===== src/rtl/sync_fifo_stream.sv =====
// Elastic stream buffer: RAM plus a registered first-word-fall-through head,
// with programmable almost-full/empty flags and a peak-occupancy watermark.
module sync_fifo_stream #(
  parameter int DATA_WIDTH = 8,
  parameter int DEPTH      = 32,
  parameter int CW         = $clog2(DEPTH+1)
) (
  input  logic                  clk,
  input  logic                  rst_n,
  input  logic                  clear,
  input  logic                  s_valid,
  output logic                  s_ready,
  input  logic [DATA_WIDTH-1:0] s_data,
  output logic                  m_valid,
  input  logic                  m_ready,
  output logic [DATA_WIDTH-1:0] m_data,
  input  logic [CW-1:0]         afull_thr,
  input  logic [CW-1:0]         aempty_thr,
  output logic [CW-1:0]         count,
  output logic                  afull,
  output logic                  aempty,
  output logic [CW-1:0]         max_count
);

  localparam int RD = DEPTH - 1;
  localparam int PW = (RD > 1) ? $clog2(RD) : 1;
  localparam logic [PW-1:0] LAST = PW'(RD - 1);
  localparam logic [CW-1:0] FULL = CW'(DEPTH);

  logic [DATA_WIDTH-1:0] mem_q [RD];

  logic [PW-1:0]         wptr_q, wptr_d;
  logic [PW-1:0]         rptr_q, rptr_d;
  logic [CW-1:0]         count_q, count_d;
  logic [CW-1:0]         max_q, max_d;
  logic                  rdy_q, rdy_d;
  logic                  ov_q, ov_d;
  logic [DATA_WIDTH-1:0] od_q, od_d;

  logic push, pop, ram_empty, or_free;
  logic ld_ram, bypass, ram_wr;

  function automatic logic [PW-1:0] inc(input logic [PW-1:0] p);
    return (p == LAST) ? '0 : p + 1'b1;
  endfunction

  assign push      = s_valid && rdy_q;
  assign pop       = ov_q && m_ready;
  // RAM is empty when every counted entry sits in the head register
  assign ram_empty = (count_q == CW'(ov_q));
  assign or_free   = !ov_q || pop;
  assign ld_ram    = or_free && !ram_empty;
  assign bypass    = or_free && ram_empty && push;
  assign ram_wr    = push && !bypass;

  always_comb begin
    wptr_d  = wptr_q;
    rptr_d  = rptr_q;
    ov_d    = ov_q;
    od_d    = od_q;
    count_d = count_q;
    if (push && !pop)      count_d = count_q + 1'b1;
    else if (pop && !push) count_d = count_q - 1'b1;
    if (ld_ram) begin
      ov_d   = 1'b1;
      od_d   = mem_q[rptr_q];
      rptr_d = inc(rptr_q);
    end else if (bypass) begin
      ov_d = 1'b1;
      od_d = s_data;
    end else if (pop) begin
      ov_d = 1'b0;
    end
    if (ram_wr) wptr_d = inc(wptr_q);
    max_d = (count_d > max_q) ? count_d : max_q;
    rdy_d = (count_d < FULL);
    if (clear) begin
      wptr_d  = '0;
      rptr_d  = '0;
      ov_d    = 1'b0;
      count_d = '0;
      max_d   = '0;
      rdy_d   = 1'b1;
    end
  end

  always_ff @(posedge clk or negedge rst_n) begin
    if (!rst_n) begin
      wptr_q  <= '0;
      rptr_q  <= '0;
      ov_q    <= 1'b0;
      od_q    <= '0;
      count_q <= '0;
      max_q   <= '0;
      rdy_q   <= 1'b0;
    end else begin
      wptr_q  <= wptr_d;
      rptr_q  <= rptr_d;
      ov_q    <= ov_d;
      od_q    <= od_d;
      count_q <= count_d;
      max_q   <= max_d;
      rdy_q   <= rdy_d;
    end
  end

  always_ff @(posedge clk) begin
    if (ram_wr && !clear) mem_q[wptr_q] <= s_data;
  end

  assign s_ready   = rdy_q;
  assign m_valid   = ov_q;
  assign m_data    = od_q;
  assign count     = count_q;
  assign max_count = max_q;
  assign afull     = (count_q >= afull_thr);
  assign aempty    = (count_q <= aempty_thr);

endmodule


===== config.mk =====
export PLATFORM = sky130hd
export DESIGN_NAME = sync_fifo_stream
export DESIGN_NICKNAME = d
export VERILOG_FILES = /design/src/rtl/sync_fifo_stream.sv
export SDC_FILE = /design/constraint.sdc
export NUM_CORES = 1
export LEC_CHECK = 0
export ABC_CLOCK_PERIOD_IN_PS = 3550
export CORE_MARGIN = 4
export CORE_UTILIZATION = 45
export DETAILED_ROUTE_END_ITERATION = 8
export SYNTH_ARGS = -nofsm -noshare
export SYNTH_HDL_FRONTEND = slang
export SYNTH_SLANG_ARGS = --single-unit

===== constraint.sdc =====
create_clock -name clk -period 3.55 [get_ports clk]
set_clock_uncertainty 0.05 [all_clocks]
set_input_delay 1.065 -clock clk [delete_from_list [all_inputs] [get_ports clk]]
set_output_delay 1.065 -clock clk [all_outputs]
set_load 0.02 [all_outputs]

## After elaboration in Yosys (flattened, before gate mapping)

Memories as Yosys holds them, arrays and structs flattened.
Cells that the tools add are included.

| word-level totals | value |
|---|---|
| output and inout port bits | 24 |
| bits in registers | 32 |
| logic and storage cells | 60 |
| memories | 1 |
| bits in writable memories | 248 |

Memory list:

| memory | words | bits a word | rd ports | clocked after Yosys merged registers in | wr ports | line | text |
|---|---|---|---|---|---|---|---|
| mem_q | 31 | 8 | 1 | 0 | 1 | 30 | `logic [DATA_WIDTH-1:0] mem_q [RD];` |

| operators by class | value |
|---|---|
| add/sub/neg operators | 4 |
| reductions and logical operators | 21 |
| equal/unequal tests | 3 |
| multiplexer cells | 20 |
| order comparisons | 4 |

Operators with widths:

| kind | count |
|---|---|
| two-way mux 5 bit | 6 |
| two-way mux 6 bit | 5 |
| two-way mux 8 bit | 2 |
| adder 5 x 1 -> 5 bit, second input constant | 2 |
| == test 5 bit, second input constant | 2 |
| logical AND 1 bit | 9 |
| nonzero test 2 bit | 4 |
| two-way mux 1 bit | 7 |
| adder 6 x 1 -> 6 bit, second input constant | 1 |
| == test 6 x 1 -> 1 bit | 1 |
| >= comparator 6 bit | 1 |
| > comparator 6 bit | 1 |
| <= comparator 6 bit | 1 |
| zero test 1 bit | 6 |
| less-than comparator 6 bit, second input constant | 1 |
| subtractor 6 x 1 -> 6 bit, second input constant | 1 |
| nonzero test 4 bit | 1 |
| logical OR 1 bit | 1 |

## Logic depth before layout (Yosys ltp)

Gate-level depths: netlist of the first run.

| depth | value |
|---|---|
| word-level depth | 9 |
| depth in mapped cells | 12 |

## Worst setup path before layout of the first run

No wires, ideal clock.

| timing path | value |
|---|---|
| path type | input to register |
| start point | in s_valid |
| end point | reg max_q[1], in the netlist max_count[1] |
| required time | 3368 ps |
| setup slack | -5 ps |
| path buffers | 1 |
| library setup time | 132 ps |
| stages | 11 |
| arrival time | 3373 ps |
| path through | nand2_1 > clkbuf_1 > nor4b_1 > a22oi_1 > xnor2_1 > ha_1 > and4_1 > a21oi_1 > a32oi_1 > mux2i_1 > nor2_1 |

| on the way | value |
|---|---|
| longest elaborated chain between the ends | 7 |
| elaborated cells between the ends (all ways) | 10 |
| classes of those cells | order compare: 1; mux: 4; reduce/logical: 5 |

Ends and longest elaborated chain:

| item | line | text |
|---|---|---|
| start, declared | 11 | `input logic s_valid,` |
| logical AND 1 bit (*) | 47 | `assign push = s_valid && rdy_q;` |
| zero test 1 bit | 63 | `else if (pop && !push) count_d = count_q - 1'b1;` |
| logical AND 1 bit | 63 |  |
| two-way mux 6 bit | 63 |  |
| two-way mux 6 bit (*) | 62 | `if (push && !pop) count_d = count_q + 1'b1;` |
| > comparator 6 bit / two-way mux 6 bit (equally long branches) | 75 | `max_d = (count_d > max_q) ? count_d : max_q;` |
| nonzero test 2 bit (no source line) / two-way mux 6 bit (equally long branches) | -- |  |
| end signal, assigned | 102 | `max_q <= max_d;` |
| end, declared | 35 | `logic [CW-1:0] max_q, max_d;` |

Every way passes the cells marked *; elsewhere a longest branch is shown, timed or not. The select of a mux whose other input is x is not followed.
A chain may end at the register's enable or synchronous reset.

## Worst setup path after layout of the first run

| timing path | value |
|---|---|
| start point | in aempty_thr[4] |
| end point | out aempty |

| on the way | value |
|---|---|
| longest elaborated chain between the ends | 1 |

Ends and longest elaborated chain:

| item | line | text |
|---|---|---|
| start, declared | 18 | `input logic [CW-1:0] aempty_thr,` |
| <= comparator 6 bit | 117 | `assign aempty = (count_q <= aempty_thr);` |
| end, declared | 21 | `output logic aempty,` |

Every way passes these cells.

==> results of run 1 <==
[per-layer routing]
layer	vias to the layer above	share of wire
li1	3201	-
met1	3483	0.45
met2	204	0.48
met3	46	0.057
met4	0	0.020
met5	-	0
[repair_timing]
action | in CTS | in global routing
endpoints found under the setup margin | 2 | 3
pin swaps | 11 | 9
hold buffers | 0 | 0
gates resized for setup | 20 | 8
[layout make-up]
cell class              count  area share
repair buffers            114      0.0689
clock buffers              33      0.0537
well taps                 335      0.0295
inverters                  25     0.00661
clock inverters            19      0.0177
multi-input cells         435       0.242
flip-flops and latches    280       0.582
[sequential cells by signal, summed over array words and instances, names as in the netlist]
register / count
mem_q: 248
m_data: 8
count: 6
max_count: 6
rptr_q: 5
wptr_q: 5
m_valid: 1
s_ready: 1
[placed cells by master, fill, tap and decap left out, types with 5 or more instances in the layout]
cell	instances
nand2_1	50
clkbuf_16	30
nor2b_1	9
a221o_1	16
mux2i_1	78
inv_1	23
clkinv_2	5
o31ai_1	5
nand2b_1	5
clkinv_1	7
nor2_1	58
o211ai_1	9
mux2_2	16
a21oi_1	18
buf_4	67
o22ai_1	16
a22oi_1	18
clkdlybuf4s50_1	41
dfrtp_1	31
ha_1	24
mux4_2	16
o21ai_0	18
bufinv_16	6
a31oi_1	12
a21o_1	13
edfxtp_1	248
nand3_1	7
[cells in the mapped netlist (2+ instances only)]
cell type	instances
a21o_1	13
a21oi_1	21
a221o_1	16
a22oi_1	18
a31oi_1	12
buf_1	3
buf_2	12
buf_4	7
buf_6	6
clkbuf_1	12
dfrtp_1	32
edfxtp_1	248
ha_1	26
inv_1	24
mux2_2	16
mux2i_1	78
mux4_2	16
nand2_1	50
nand2b_1	6
nand3_1	7
nand3b_1	4
nor2_1	58
nor2b_1	9
nor3b_1	2
o211ai_1	9
o21ai_0	21
o22ai_1	16
o31ai_1	5
or2_2	3
or3_1	4
or3b_2	2
xnor2_1	5
[worst max-delay path: stages]
cell and delay, ps:
clkdlybuf4s50_1 460, inv_1 60, ha_4 210, a21o_1 160
a21oi_2 120, o21ai_1 70, o21ai_1 80, buf_4 160
[logic make-up (layout without fill, tap and decap cells)]
logic type | count (synthesis) | after routing | synth area share
flip-flops | 280 | 280 | 0.689
multiplexers | 110 | 110 | 0.110
AND/OR/NAND/NOR | 156 | 156 | 0.0609
buffers and inverters | 66 | 191 | 0.0289
AO/OA/AOI/OAI | 136 | 136 | 0.0778
adder cells (fa/ha/maj) | 26 | 26 | 0.0272
XOR/XNOR | 7 | 7 | 0.00575
[stage by stage]
stage	hold slack, ps	setup TNS (ps)
floorplan	469	0
global placement	479	-2820
detailed placement	494	-3250
CTS	508	0
global route	521	0
finish	508	0
[final timing paths]
| path | start | endpoint | slack [ps] | cells after the start |
|---|---|---|---|---|
| worst min register to register | max_count[2] | max_count[2] | 510 | 2 |
| max in group asynchronous | rst_n | rptr_q[1] | 2290 | 1 |
| min in group asynchronous | rst_n | max_count[5] | 550 | 1 |
| worst min-delay path | max_count[2] | max_count[2] | 510 | 2 |
| worst max-delay path | aempty_thr[4] | aempty | 50 | 8 |
| worst max register to register | m_valid | max_count[4] | 610 | 10 |
[power by group through the flow]
stage	Clock [mW]	Sequential [mW]	Combinational [mW]
floorplan	0	3.92	1.45
global placement	0	3.95	2.13
detailed placement	0	3.96	2.17
CTS	3.25	3.89	2.20
global route	3.39	3.91	2.36
finish	3.19	3.89	2.20
==> flow_metrics.tcl, run 1 <==
set metrics [dict create \
    status "complete, no violations" \
    die_x_um 171 \
    drt_wl_total_mm 27.1 \
    grt_usage 0.183 \
    die_area_um2 29300 \
    fin_util 0.543 \
    min_period_over_period 0.987 \
    syn_area_per_cell_um2 15.3 \
    synth_nets 832 \
    root_buffer "clkbuf_16" \
    critPathKind "primary input to primary output" \
    ir_drop_uv 354 \
    slew_headroom 0.459 \
    die_y_um 171 \
    fp.coreArea_um2 26100 \
    pwr-share-comb 0.237 \
    p_sw_mw 2.60 \
    pre_cts_ws_ps -618 \
    hpwl_mm 17.8 \
    dr_total_vias 6934 \
    grt_busiest_layer "met2" \
    start_util 0.458 \
    synth_edf_count 248 \
    std_cell_rows 59 \
    place_inst 1189 \
    numCtsBuffers 30 \
    cp_data_arrival_time_ps 2390 \
    grt_pass1_wl_mm 40.8 \
    worstMarginPinSlew_ps 811 \
    synth-seq-cells 280 \
    final_area_um2 14200 \
    fin_crit_ps 3500 \
    leakage_nw 4.90 \
    drv_cap 0 \
    drt_iter0_drc 514 \
    cp_max_fo 2 \
    final_nets 937 \
    p_seq_frac 0.419 \
    cts-htree-levels 1 \
    finalWeightedCongestion 0.855 \
    hp-class "flip-flop to flip-flop" \
    fmax_ghz 0.285 \
    p_int_mw 6.69 \
    grt_start_max_net_pins 39 \
    synthToLayoutAreaGrowth_pct 18.6 \
    fin_ws_ps 46.8 \
    dr.pass1.iters 5 \
    post_cts_buffers 0 \
    synthesis.area_um2 12000 \
    finalNonFillerCells 1241 \
    switching_share 0.280 \
    path_clk_slew_ps 60 \
    routed_via_density 5.59 \
    antenna_left 0 \
    yosys-top-cells-area "edfxtp_1, dfrtp_1, mux2i_1" \
    ys_warn_count 0 \
    clock_power_share 0.344 \
    clock-sinks 280 \
    final-max-slew-violation-count 0 \
    synthArstFlopShare 0.114 \
    cts_tree "done" \
    wl_per_cell_um 21.8 \
    nFillCells 2129 \
    p_per_area_nw_per_um2 654 \
    synth_top_cell_area_share 0.622 \
    antenna_found_initial 0 \
    synth_cell_types 52 \
    clockBufferDepth 3 \
    fin_total_pwr_mw 9.28 \
    drc 0 \
    rsz0062_at_grt "false" \
    synthFlopType "edfxtp_1" \
    grt-ovfl-total 0 \
    globalRouteMet2Util 0.301 \
    end_kind "primary output" \
    numPortBuffers 48 \
    ys_seq_area_frac 0.689 \
    multi_input_area_um2 3430 \
    cp-start-kind "primary input" \
    finalSetupViolations 0 \
    grtUsageMet3 0.0275 \
    io_pins 49 \
    place_area_um2 13100 \
    clk_latency_ps 550 \
    grt_use_met1 0.263 \
    worstPathRequired_ps 2430 \
    yosys.area.top_type "edfxtp_1" \
    drive_gt1_frac 0.183 \
    final-seq-area_um2 8250 \
    hold_viol 0 \
    grt_pass1_vias 6895 \
    synthCells 781 \
    num_antenna_cells 0 \
]
(Power assumes the default switching activity.)
==> inputs of run 2 (changes only) <==
--- a/config.mk
+++ b/config.mk
@@ -9,6 +9,7 @@
 export CORE_MARGIN = 4
 export CORE_UTILIZATION = 45
 export DETAILED_ROUTE_END_ITERATION = 8
+export REMOVE_ABC_BUFFERS = 1
 export SYNTH_ARGS = -nofsm -noshare
 export SYNTH_HDL_FRONTEND = slang
 export SYNTH_SLANG_ARGS = --single-unit
==> run 2 against run 1 <==
Utilization down 0.45 points. Critical endpoint unchanged. Maximum frequency fell by 0.78%. Die area is the same. Cell area decreased by 0.82%. Global-route usage is 0.42 points higher. Wire length increased by 1.6%. Power shrank 3.7%. Register-to-register slack lost 100 ps. Worst hold slack gained 11 ps. Critical path type unchanged.
==> flow_metrics.tcl, run 2 (synthesized netlist as in run 1, its figures left out) <==
set metrics [dict create \
    status "complete, no violations" \
    mostFrequentLayoutCells "edfxtp_1, mux2i_1, buf_4, nor2_1, nand2_1" \
    root_buffer "clkbuf_16" \
    crit_top_cell "o21ai_1" \
    cp-start-kind "primary input" \
    rsz0062_at_grt "true" \
    cts_tree "done" \
    std_cell_rows 59 \
    numCtsBuffers 30 \
    critPathMaxStageDelay_ps 480 \
    final_nets 933 \
    worstPathRequired_ps 2430 \
    ir_drop_uv 371 \
    wl_per_cell_um 22.2 \
    clockBufferDepth 3 \
    finalSetupViolations 0 \
    final_common_cell "edfxtp_1" \
    num_antenna_cells 0 \
    die_x_um 171 \
    multi_input_area_um2 3440 \
    drt_iter0_drc 589 \
    final-max-slew-violation-count 0 \
    cp_data_arrival_time_ps 2420 \
    hold_viol 0 \
    cts-htree-levels 1 \
    finalWeightedCongestion 0.928 \
    start_util 0.458 \
    die_area_um2 29300 \
    pre_cts_ws_ps -606 \
    slew_headroom 0.400 \
    dr_wl_met3_mm 1.55 \
    drive_gt1_frac 0.181 \
    numPortBuffers 48 \
    io_pins 49 \
    fin_ws_ps 19.4 \
    grt_pass1_vias 7073 \
    leakage_nw 4.83 \
    synthToLayoutAreaGrowth_pct 17.6 \
    drc 0 \
    critPathKind "primary input to primary output" \
    dr.pass1.iters 5 \
    clock-sinks 280 \
    worstMarginPinSlew_ps 898 \
    grt_start_max_net_pins 37 \
    path_cells "clkdlybuf4s50_1 > inv_2 > ha_4 > a21o_1 > a21oi_2 > o21ai_1 > o21ai_1 > buf_4" \
    antenna_found_initial 0 \
    met1_length_mm 11.5 \
    fmax_ghz 0.283 \
    clk_latency_ps 560 \
    grt-ovfl-total 0 \
    dr_total_vias 6994 \
    largest_reg_flops 248 \
    fin_util 0.539 \
    hpwl_mm 18.4 \
    die_y_um 171 \
    antenna_left 0 \
    drv_cap 0 \
    top_register "mem_q" \
    grt_usage 0.188 \
    end_kind "primary output" \
    highest_layer "met4" \
    p_per_area_nw_per_um2 636 \
    grt_pass1_wl_mm 41.8 \
    routed_via_density 5.64 \
    nFillCells 2153 \
    final-seq-area_um2 8250 \
    fp.coreArea_um2 26100 \
    hp-class "flip-flop to flip-flop" \
    post_cts_buffers 0 \
    cpMaxStageDelayCell "clkdlybuf4s50_1" \
    cp_max_fo 2 \
    min_period_over_period 0.995 \
    fin_crit_ps 3530 \
    drt_wl_total_mm 27.5 \
    path_clk_slew_ps 60 \
    routed-wl-met2_mm 13.8 \
]
==> run 2: power breakdown <==
part | internal, mW | switching (mW) | leakage [nW] | total (mW)
Sequential | 3.70 | 0.206 | 2.64 | 3.90
Clock | 1.65 | 1.23 | 0.458 | 2.88
Combinational | 1.00 | 1.16 | 1.73 | 2.17
Total | 6.35 | 2.60 | 4.83 | 8.95
==> run 2: timing repair <==
| item | CTS | global route |
|---|---|---|
| setup endpoints to repair | 2 | 6 |
| pin swaps | 11 | 8 |
| gates resized for setup | 20 | 9 |
| hold buffers | 0 | 0 |
| gates cloned | 0 | 0 |
==> run 2: worst paths after layout <==
path | end | depth (start not counted) | from | slack, ps
setup / recovery | aempty | 8 | aempty_thr[1] | 20
setup reg to reg | max_count[2] | 11 | count[1] | 510
max in group asynchronous | rptr_q[1] | 1 | rst_n | 2330
hold / removal | m_data[7] | 2 | m_data[7] | 520
min in group asynchronous | count[3] | 1 | rst_n | 540
hold reg to reg | m_data[7] | 2 | m_data[7] | 520
==> run 2: worst max-delay path, delay by kind of cell <==
kind	cells	cell delay, ps
AOI/OAI and AO/OA	4	480
adders and majority gates	1	200
buffers and inverters	3	680
==> run 2: final cells by class <==
cell class	instances	area share
clock inverter	18	0.00880
tap	335	0.0298
multi-input combinational	435	0.244
inverter	25	0.00667
timing repair buffer	110	0.0680
clock buffer	38	0.0562
sequential	280	0.586
==> run 2: per-layer routing <==
layer,track usage,vias up
li1,-,3213
met1,0.256,3499
met2,0.322,225
met3,0.0277,57
met4,0.0441,0
met5,0,-
==> run 2: per-stage QoR <==
| step | hold slack, ps | cell area (µm²) | cells | TNS [ps] | power [mW] |
|---|---|---|---|---|---|
| finish | 518 | 14100 | 1241 | 0 | 8.95 |
| global route | 540 | 14100 | 1241 | -47.1 | 9.33 |
| CTS | 520 | 14000 | 1241 | 0 | 9.00 |
| detailed placement | 506 | 13100 | 1185 | -3270 | 6.12 |
| global placement | 480 | 13100 | 1185 | -2610 | 6.06 |
| floorplan | 469 | 11700 | 740 | -7470 | 5.30 |
==> inputs of run 3 (changes only) <==
==> constraint.sdc (replaced) <==
create_clock -name clk -period 3.55 [get_ports clk]
set_clock_uncertainty 0.05 [all_clocks]
set_input_delay 1.065 -clock clk [delete_from_list [all_inputs] [get_ports clk]]
set_output_delay 1.065 -clock clk [all_outputs]
set_load 0.1 [all_outputs]
==> run 3 against run 2 <==
Global-route usage barely moved. Maximum frequency rose by 0.14%. Register-to-register slack improved by 80 ps. Worst hold slack improved by 8.0 ps. Clock power rose by 6%. First-iteration DRC count fell by 20%. Clock-buffer cell count fell by 3. Sequential power barely moved. Non-clock buffer count rose by 1. Utilization rose by 0.25 points. Sequential share of layout area fell by 0.27 points. Critical endpoint is now afull. Largest power group unchanged.
==> flow_metrics.tcl, run 3 (synthesized netlist as in run 1, its figures left out) <==
set metrics [dict create \
    status "complete, no violations" \
    die_x_um 171 \
    path_clk_slew_ps 60 \
    hold_start "m_data[7]" \
    cp-start-kind "primary input" \
    fp.coreArea_um2 26100 \
    r2r_slack_ps 590 \
    routed_via_density 5.71 \
    ir_drop_uv 725 \
    fmax_ghz 0.284 \
    hold-path-endpoint "m_data[7]" \
    fin_hold_ws_ps 526 \
    final-max-slew-violation-count 0 \
    rr_endpoint "max_count[0]" \
    cts-htree-levels 1 \
    p_per_area_nw_per_um2 676 \
    leakage_nw 4.90 \
    root_buffer "clkbuf_16" \
    final_nets 933 \
    finalSetupViolations 0 \
    path_cells "dlygate4sd2_1 > inv_1 > ha_1 > a21o_1 > a21oi_2 > nor2b_4 > o21ai_2 > a21oi_2 > buf_12" \
    finalWeightedCongestion 0.886 \
    cts_tree "done" \
    grt_start_max_net_pins 43 \
    p_sw_mw 3.06 \
    synthToLayoutAreaGrowth_pct 18.1 \
    grt_pass1_wl_mm 41.9 \
    hold_viol 0 \
    hpwl_mm 18.2 \
    setup_tns_ps 0 \
    top_register "mem_q" \
    drt_wl_total_mm 27.6 \
    cp_data_arrival_time_ps 2410 \
    hp-class "flip-flop to flip-flop" \
    post_cts_buffers 0 \
    final_common_cell "edfxtp_1" \
    min_period_over_period 0.993 \
    worstMarginPinSlew_ps 911 \
    start_util 0.458 \
    grt_pass1_vias 7260 \
    critPathKind "primary input to primary output" \
    cpMaxStageDelayCell "dlygate4sd2_1" \
    io_pins 49 \
    largest_reg_flops 248 \
    fin_crit_ps 3530 \
    critPathMaxStageDelay_ps 230 \
    drt_iter0_drc 474 \
    mostFrequentLayoutCells "edfxtp_1, buf_4, mux2i_1, nor2_1, nand2_1" \
    switching_share 0.320 \
    die_area_um2 29300 \
    dr_total_vias 7075 \
    clock-sinks 280 \
    fin_util 0.541 \
    antenna_found_initial 0 \
    hold_depth 2 \
    drive_gt1_frac 0.218 \
    worstPathRequired_ps 2430 \
    grt-ovfl-total 0 \
    slew_headroom 0.391 \
    clk_latency_ps 540 \
    num_antenna_cells 0 \
    end_kind "primary output" \
    clock_power_share 0.318 \
    pre_cts_ws_ps -300 \
    dr.pass1.iters 5 \
    clockBufferDepth 3 \
    drv_cap 0 \
    worstReg2RegStart "count[1]" \
    grt_usage 0.188 \
    numPortBuffers 48 \
    die_y_um 171 \
    p_seq_frac 0.409 \
    drc 0 \
    pwr-share-comb 0.273 \
    p_int_mw 6.50 \
    crit_top_cell "a21oi_2" \
    rr_worst_depth 10 \
    cp_max_fo 1 \
    antenna_left 0 \
    numCtsBuffers 29 \
    wl_per_cell_um 22.3 \
    std_cell_rows 59 \
    fin_ws_ps 24.4 \
]
[run 3: cell types whose count changed in the layout (fill, tap and decap cells not counted), sizes merged]
cell / change
clkdlybuf4s50: -27
dlygate4sd2: +5
bufinv: +3
clkbuf: -2
buf: +22
clkinv: -6
clkinvlp: +3
inv: -1
[run 3: how the worst max path moves through the flow]
stage                       start      to  slack (ps)  cells after the start
floorplan                count[0]  aempty       -1370                      4
finish               afull_thr[1]   afull          20                      9
CTS                 aempty_thr[5]  aempty           3                      7
global placement     afull_thr[0]   afull        -310                      9
detailed placement   afull_thr[0]   afull        -300                      9
global route         afull_thr[1]   afull          -6                      9
[run 3: worst max-delay path, delay by kind of cell]
family          cells  cell delay (ps)
buf+inv             3              470
compound gates      4              580
fa+ha+maj           1              230
simple gates        1               60
[run 3: power by group through the flow]
stage                     logic, mW  clock network (mW)  registers [mW]
after floorplan                1.20                   0            4.57
after global placement         2.53                   0            3.97
after detailed placement       2.57                   0            3.97
after CTS                      2.60                3.10            3.91
after global routing           2.78                3.23            3.92
final                          2.61                3.04            3.91
[run 3: metrics by stage]
step	cell area (µm²)	instances	power, mW
2_1_floorplan	11700	740	5.77
3_3_place_gp	13100	1186	6.50
3_5_place_dp	13100	1186	6.54
4_1_cts	14100	1238	9.61
5_1_grt	14100	1238	9.94
6_report	14100	1238	9.56
[run 3: area by class of cell]
class	count	area (µm²)
clock inverter	17	194
sequential	280	8250
tap	335	419
fill	2144	12000
inverter	25	93.8
multi-input combinational	435	3480
clock buffer	35	778
timing repair buffer	111	921
[run 3: per-layer routing]
metal / vias to the layer above / wire, µm / GRT usage
li1: 3207 / - / -
met1: 3613 / 11800 / 0.251
met2: 210 / 13800 / 0.324
met3: 45 / 1410 / 0.0293
met4: 0 / 597 / 0.0489
met5: - / 0 / 0
[run 3: repair_timing]
action,CTS,global route
setup endpoints to repair,2,2
hold buffers,0,0
endpoints found under the hold margin,0,0
gates resized for setup,23,11
pin swaps,14,6
